[config.mk]
export PLATFORM = sky130hd
export DESIGN_NAME = multicycle_ctrl_fsm
export DESIGN_NICKNAME = d
export VERILOG_FILES = /design/src/rtl/multicycle_ctrl_fsm_pkg.sv /design/src/rtl/multicycle_ctrl_fsm_wait_timer.sv /design/src/rtl/multicycle_ctrl_fsm.sv
export SDC_FILE = /design/constraint.sdc
export NUM_CORES = 1
export LEC_CHECK = 0
export CELL_PAD_IN_SITES_DETAIL_PLACEMENT = 1
export CELL_PAD_IN_SITES_GLOBAL_PLACEMENT = 1
export CORE_MARGIN = 2
export CORE_UTILIZATION = 38
export CTS_CLUSTER_SIZE = 8
export DETAILED_ROUTE_END_ITERATION = 12
export MAX_ROUTING_LAYER = met4
export PLACE_DENSITY_LB_ADDON = 0.1
export SLEW_MARGIN = 20
export SYNTH_ARGS = -nofsm -noshare
export SYNTH_HDL_FRONTEND = slang
export SYNTH_SLANG_ARGS = --single-unit
[constraint.sdc]
create_clock -name clk -period 2.2 [get_ports clk]
set_input_delay 0.22 -clock clk [delete_from_list [all_inputs] [get_ports clk]]
set_output_delay 0.22 -clock clk [all_outputs]
set_load 0.05 [all_outputs]
[src/rtl/multicycle_ctrl_fsm_pkg.sv]
// +----------------------------------------------------------------------+
// | multicycle_ctrl_fsm_pkg : states, opcodes, mux codes, output decode   |
// | Revision: 1.0                                                         |
// +----------------------------------------------------------------------+
`default_nettype none

package multicycle_ctrl_fsm_pkg;

   typedef enum logic [3:0] {
      S_IDLE     = 4'd0,
      S_FETCH    = 4'd1,
      S_DECODE   = 4'd2,
      S_MEMADR   = 4'd3,
      S_MEMREAD  = 4'd4,
      S_MEMWB    = 4'd5,
      S_MEMWRITE = 4'd6,
      S_EXEC_R   = 4'd7,
      S_EXEC_I   = 4'd8,
      S_ALUWB    = 4'd9,
      S_BEQ      = 4'd10,
      S_JAL      = 4'd11
   } state_t;

   localparam logic [6:0] OP_LW  = 7'b0000011;
   localparam logic [6:0] OP_SW  = 7'b0100011;
   localparam logic [6:0] OP_R   = 7'b0110011;
   localparam logic [6:0] OP_I   = 7'b0010011;
   localparam logic [6:0] OP_BEQ = 7'b1100011;
   localparam logic [6:0] OP_JAL = 7'b1101111;

   localparam logic [1:0] SRCA_PC    = 2'b00;
   localparam logic [1:0] SRCA_OLDPC = 2'b01;
   localparam logic [1:0] SRCA_RS1   = 2'b10;
   localparam logic [1:0] SRCB_RS2   = 2'b00;
   localparam logic [1:0] SRCB_IMM   = 2'b01;
   localparam logic [1:0] SRCB_FOUR  = 2'b10;
   localparam logic [1:0] ALUOP_ADD  = 2'b00;
   localparam logic [1:0] ALUOP_SUB  = 2'b01;
   localparam logic [1:0] ALUOP_FUNC = 2'b10;
   localparam logic [1:0] RES_ALUREG = 2'b00;
   localparam logic [1:0] RES_MEM    = 2'b01;
   localparam logic [1:0] RES_ALU    = 2'b10;
   localparam logic [1:0] IMM_I      = 2'b00;
   localparam logic [1:0] IMM_S      = 2'b01;
   localparam logic [1:0] IMM_B      = 2'b10;
   localparam logic [1:0] IMM_J      = 2'b11;

   typedef struct packed {
      logic       mem_req;
      logic       adr_src;
      logic       mem_write;
      logic       reg_write;
      logic [1:0] alu_src_a;
      logic [1:0] alu_src_b;
      logic [1:0] alu_op;
      logic [1:0] result_src;
   } ctrl_out_t;

   // Pure Moore decode; input-gated enables are formed in the FSM itself.
   function automatic ctrl_out_t state_outputs(state_t s);
      ctrl_out_t o;
      o = '0;
      case (s)
         S_FETCH: begin
            o.mem_req    = 1'b1;
            o.alu_src_a  = SRCA_PC;
            o.alu_src_b  = SRCB_FOUR;
            o.alu_op     = ALUOP_ADD;
            o.result_src = RES_ALU;
         end
         S_DECODE: begin
            o.alu_src_a = SRCA_OLDPC;
            o.alu_src_b = SRCB_IMM;
         end
         S_MEMADR: begin
            o.alu_src_a = SRCA_RS1;
            o.alu_src_b = SRCB_IMM;
         end
         S_MEMREAD: begin
            o.mem_req    = 1'b1;
            o.adr_src    = 1'b1;
            o.result_src = RES_ALUREG;
         end
         S_MEMWB: begin
            o.result_src = RES_MEM;
            o.reg_write  = 1'b1;
         end
         S_MEMWRITE: begin
            o.mem_req   = 1'b1;
            o.mem_write = 1'b1;
            o.adr_src   = 1'b1;
         end
         S_EXEC_R: begin
            o.alu_src_a = SRCA_RS1;
            o.alu_src_b = SRCB_RS2;
            o.alu_op    = ALUOP_FUNC;
         end
         S_EXEC_I: begin
            o.alu_src_a = SRCA_RS1;
            o.alu_src_b = SRCB_IMM;
            o.alu_op    = ALUOP_FUNC;
         end
         S_ALUWB: begin
            o.reg_write = 1'b1;
         end
         S_BEQ: begin
            o.alu_src_a = SRCA_RS1;
            o.alu_src_b = SRCB_RS2;
            o.alu_op    = ALUOP_SUB;
         end
         S_JAL: begin
            o.alu_src_a = SRCA_OLDPC;
            o.alu_src_b = SRCB_FOUR;
         end
         default: o = '0;
      endcase
      return o;
   endfunction

endpackage

`default_nettype wire

[src/rtl/multicycle_ctrl_fsm_wait_timer.sv]
// +----------------------------------------------------------------------+
// | ctrl_wait_timer : memory wait counter with timeout detect            |
// | Revision: 1.0                                                         |
// +----------------------------------------------------------------------+
`default_nettype none

module ctrl_wait_timer #(
   parameter int TIMEOUT_CYCLES = 255,
   parameter int TO_W           = 8
) (
   input  logic clk,
   input  logic rst_n,
   input  logic wait_en,
   input  logic mem_ready,
   output logic timeout
);

   localparam logic [TO_W-1:0] LAST_WAIT = TO_W'(TIMEOUT_CYCLES - 1);

   logic [TO_W-1:0] count_q;
   logic [TO_W-1:0] count_d;

   // Fires in the cycle the count would reach TIMEOUT_CYCLES; a same-cycle ready wins.
   assign timeout = wait_en && !mem_ready && (count_q == LAST_WAIT);

   always_comb begin
      count_d = count_q;
      if (!wait_en || mem_ready || timeout) begin
         count_d = '0;
      end else begin
         count_d = count_q + 1'b1;
      end
   end

   always_ff @(posedge clk or negedge rst_n) begin
      if (!rst_n) begin
         count_q <= '0;
      end else begin
         count_q <= count_d;
      end
   end

endmodule

`default_nettype wire

[src/rtl/multicycle_ctrl_fsm.sv]
// +----------------------------------------------------------------------+
// | multicycle_ctrl_fsm : RV32I multicycle control FSM with mem handshake |
// | Revision: 1.0                                                         |
// +----------------------------------------------------------------------+
`default_nettype none

module multicycle_ctrl_fsm
   import multicycle_ctrl_fsm_pkg::*;
#(
   parameter int TIMEOUT_CYCLES = 255,
   parameter int TO_W           = 8
) (
   input  logic       clk,
   input  logic       rst_n,
   input  logic [6:0] opcode,
   input  logic       zero,
   input  logic       mem_ready,
   output logic       mem_req,
   output logic       adr_src,
   output logic       ir_write,
   output logic       pc_write,
   output logic       mem_write,
   output logic       reg_write,
   output logic [1:0] alu_src_a,
   output logic [1:0] alu_src_b,
   output logic [1:0] alu_op,
   output logic [1:0] result_src,
   output logic [1:0] imm_src,
   output logic       illegal_op,
   output logic       mem_timeout
);

   state_t    state_q;
   state_t    state_d;
   ctrl_out_t out_q;
   ctrl_out_t out_d;
   logic      timeout;
   logic      legal_op;

   ctrl_wait_timer #(
      .TIMEOUT_CYCLES (TIMEOUT_CYCLES),
      .TO_W           (TO_W)
   ) u_wait_timer (
      .clk       (clk),
      .rst_n     (rst_n),
      .wait_en   (out_q.mem_req),
      .mem_ready (mem_ready),
      .timeout   (timeout)
   );

   always_comb begin
      legal_op = 1'b1;
      state_d  = state_q;
      case (state_q)
         S_IDLE:     state_d = S_FETCH;
         S_FETCH:    if (mem_ready) state_d = S_DECODE;
         S_DECODE: begin
            case (opcode)
               OP_LW, OP_SW: state_d = S_MEMADR;
               OP_R:         state_d = S_EXEC_R;
               OP_I:         state_d = S_EXEC_I;
               OP_BEQ:       state_d = S_BEQ;
               OP_JAL:       state_d = S_JAL;
               default: begin
                  legal_op = 1'b0;
                  state_d  = S_FETCH;
               end
            endcase
         end
         S_MEMADR:   state_d = (opcode == OP_LW) ? S_MEMREAD : S_MEMWRITE;
         S_MEMREAD:  if (mem_ready) state_d = S_MEMWB;
         S_MEMWB:    state_d = S_FETCH;
         S_MEMWRITE: if (mem_ready) state_d = S_FETCH;
         S_EXEC_R:   state_d = S_ALUWB;
         S_EXEC_I:   state_d = S_ALUWB;
         S_ALUWB:    state_d = S_FETCH;
         S_BEQ:      state_d = S_FETCH;
         S_JAL:      state_d = S_ALUWB;
         default:    state_d = S_IDLE;
      endcase
      // An abandoned access (fetch included) restarts from the same PC.
      if (timeout) begin
         state_d = S_FETCH;
      end
      out_d = state_outputs(state_d);
   end

   always_ff @(posedge clk or negedge rst_n) begin
      if (!rst_n) begin
         state_q <= S_IDLE;
         out_q   <= '0;
      end else begin
         state_q <= state_d;
         out_q   <= out_d;
      end
   end

   always_comb begin
      imm_src = IMM_I;
      case (opcode)
         OP_SW:   imm_src = IMM_S;
         OP_BEQ:  imm_src = IMM_B;
         OP_JAL:  imm_src = IMM_J;
         default: imm_src = IMM_I;
      endcase
   end

   assign mem_req     = out_q.mem_req;
   assign adr_src     = out_q.adr_src;
   assign mem_write   = out_q.mem_write;
   assign reg_write   = out_q.reg_write;
   assign alu_src_a   = out_q.alu_src_a;
   assign alu_src_b   = out_q.alu_src_b;
   assign alu_op      = out_q.alu_op;
   assign result_src  = out_q.result_src;
   assign ir_write    = (state_q == S_FETCH) && mem_ready;
   assign pc_write    = ((state_q == S_FETCH) && mem_ready) ||
                        ((state_q == S_BEQ) && zero) ||
                        (state_q == S_JAL);
   assign illegal_op  = (state_q == S_DECODE) && !legal_op;
   assign mem_timeout = timeout;

endmodule

`default_nettype wire
==> run_results.csv <==
group,metric,value,unit
sta,setup_viol,0,
clocking,clkTransAtPathRegs,0.14,ns
placed_design,dp_cells,228,
worst_setup_path,crit_path_start_kind,"flip-flop",
floorplan,die_y,63.6,microns
synthesis,synth_cells,141,
cells_and_area,drive_gt1_share,23.5,%
cells_and_area,n_antenna_cell,0,
synthesis,synth_seq_cells,24,
clocking,worstSkewPairLatency,0.32,ns
synthesis,synth_compound_area_share,15.4,%
floorplan,die_area,4040,sq um
synthesis,synth_top_cell_area_share,44.5,%
worst_setup_path,critPathBufInv,4,
global_route,antenna_found_initial,0,
routing,detail_route.drc_violations,0,
routing,dr_total_vias,1243,
worst_setup_path,crit_top_cell,"buf_4",
clocking,clock_path_buffers,2,
clocking,cts_tree,"yes",
routing,drtIter0Drc,67,
cells_and_area,areaGrowthSynthToFinish,42.2,%
global_route,grt.total_usage,19.7,%
sta,max_slew_margin,66.3,%
placed_design,io_buffers,28,
synthesis,ys_seq_area_share,44.5,%
worst_setup_path,arrival,1.90,ns
sta,finalWorstSetupSlack,0.0830,ns
placed_design,place_area,1870,sq um
synthesis,synth-simple-area-share,27.8,%
cells_and_area,multi_input_area,704,sq um
synthesis,synth_async_sr_flop_share,100,%
sta,min_period,2.12,ns
floorplan,core-area,3360,sq um
worst_setup_path,worst-setup-path-type,"flip-flop to primary output",
flow_run,drv_cap,0,
synthesis,synth_fa_ha_area_share,1.86,%
sta,max_freq,472,MHz
synthesis,synth_area_leaders,"dfrtp_1, nor2_1, xor2_1",
synthesis,synth_xor_area_share,5.19,%
sta,finalHoldViolCount,0,
global_route,grt_pass1_vias,1309,
sta,period_share,96.2,%
synthesis,synth.largest_area_cell,"dfrtp_1",
synthesis,synth.cell_area,1350,sq um
clocking,cts_sinks,24,
cells_and_area,final_cells,233,
sta,finClkSkew,0.00932,ns
floorplan,rows,21,
cells_and_area,ff_latch_area,602,sq um
hold_path,hp-class,"primary input to asynchronous set/reset pin",
routing,vias_per_cell,5.33,
sta,worstMarginPinSlew,0.505,ns
placed_design,place_ws,-0.0143,ns
global_route,overflow,0,
worst_setup_path,endpoint_kind,"primary output",
sta,slew_violations,0,
synthesis,synth-main-ff-cell,"dfrtp_1",
floorplan,dieWidth,63.6,microns
synthesis,syn_area_per_cell,9.57,sq um
cells_and_area,finalNetCount,201,
synthesis,yosysMostFrequentCell,"dfrtp_1",
sta,rsz0062_at_grt,"false",
cells_and_area,fillCellCount,390,
worst_setup_path,cp_max_fo,14,
power,powerDensity,1150,nW/um^2
worst_setup_path,slowest_delay,0.58,ns
power,peakVddDrop,0.000763,V
clocking,root_buffer,"clkbuf_4",
routing,final_antenna_net_count,0,
synthesis,synth_top_family_by_area,"simple AND/OR/NAND/NOR gates",
synthesis,synth_common_cells,"dfrtp_1, nor2_1, nand2_1",
routing,first_pass_iters,4,
cells_and_area,fin_area,1920,sq um
global_route,grt_max_degree,25,
sta,fin_hold_ws,0.234,ns
worst_setup_path,crit_slowest_cell,"or4_1",
power,cellLeakagePower,0.000860,uW
clocking,cts_max_level,1,
clocking,numCtsBuffers,3,
worst_setup_path,path_delay_family,"buffers and inverters",
placed_design,hpwl,2800,microns
synthesis,synth_nets,154,
global_route,grt_pass1_wl,6110,microns
synthesis,synth.distinct_cells,50,
synthesis,ys_warn_count,0,
routing,drt_wl_total,3630,microns
synthesis,synth_edf_count,0,
floorplan,start_util,40.1,%
run_status,status,"finished, final reports clean",
synthesis,muxShareOfSynthArea,0.742,%
routing,drt-wirelength-per-cell,15.6,microns
worst_setup_path,path_cells,"buf_4, or4_1, buf_4, inv_1, buf_12",
worst_setup_path,critPathRequiredTime,1.98,ns
floorplan,ioPinCount,29,
placed_design,place_congestion,0.782,
## through the flow
step                      total power [uW]  setup TNS (ns)  util, %
after floorplan                       1450               0        -
after global placement                1930               0     55.5
after detailed placement              1970         -0.0143     55.5
after CTS                             2210               0     56.6
after global routing                  2350               0     57.0
final                                 2210               0     57.0
## cell families after synthesis
group | Yosys count
mux | 1
simple gates | 66
compound gates | 27
flops | 24
fa+ha+maj | 2
buf+inv | 13
xor+xnor | 8
## sequential cells by signal, indices dropped and copies added (netlist names)
signal	cells
u_wait_timer.count_q	8
alu_src_a	2
mem_write	1
mem_req	1
adr_src	1
result_src	2
state_q	4
alu_op	2
reg_write	1
alu_src_b	2
## per-layer routing
layer	share of wire (%)	vias up	track usage, %
li1	-	592	-
met1	42	621	22.4
met2	53	20	34.5
met3	3.0	10	3.21
met4	2.4	0	7.88
met5	0	-	-
## power breakdown
part | switching [uW] | total, uW | leakage, uW | internal [uW]
clock | 137 | 238 | 0.0000210 | 101
combinational | 843 | 1380 | 0.000519 | 538
sequential | 47.2 | 595 | 0.000320 | 548
## cell usage in the layout (no fill, tap or decap), types with 2 or more instances in the layout
master           count
xor2_1               7
inv_1                6
buf_12               6
dfrtp_1             23
nand4_1              2
a21o_1               2
buf_4               19
or2_1                2
and3_1               3
nand2b_1             3
clkbuf_4             3
or3_1                3
a21oi_1              5
nor3b_1              2
clkdlybuf4s50_1     22
ha_1                 2
o21ai_1              5
nand2_1             10
nor2b_1              2
nand3b_1             2
nand3_1              4
nor3_2               2
nor2_1              17
nor4_1               2
nand2_2              2
## path summary, 6_finish.rpt
check	start	depth (start not counted)	endpoint	slack, ns
max	state_q[3]$_DFF_PN0_	5	ir_write	0.08
min	rst_n	2	u_wait_timer.count_q[2]$_DFF_PN0_	0.23
max reg2reg	u_wait_timer.count_q[0]$_DFF_PN0_	8	alu_op[1]$_DFF_PN0_	0.10
min reg2reg	u_wait_timer.count_q[0]$_DFF_PN0_	1	u_wait_timer.count_q[0]$_DFF_PN0_	0.51
max in group asynchronous	rst_n	2	u_wait_timer.count_q[0]$_DFF_PN0_	1.72
min in group clk	u_wait_timer.count_q[0]$_DFF_PN0_	1	u_wait_timer.count_q[0]$_DFF_PN0_	0.51
## cell type report
| class | count | area share, % |
|---|---|---|
| multi-input combinational | 104 | 36.7 |
| sequential | 24 | 31.4 |
| timing repair buffer | 47 | 25.2 |
| tap | 46 | 3.00 |
| clock buffer | 4 | 1.89 |
| inverter | 8 | 1.83 |
## repair_timing
action,in CTS,in global routing
hold buffers,0,0
resized for setup,0,2
hold endpoints to repair,0,0
endpoints found under the setup margin,0,2
setup buffers,0,1
Power figures use the tool's default switching activity.
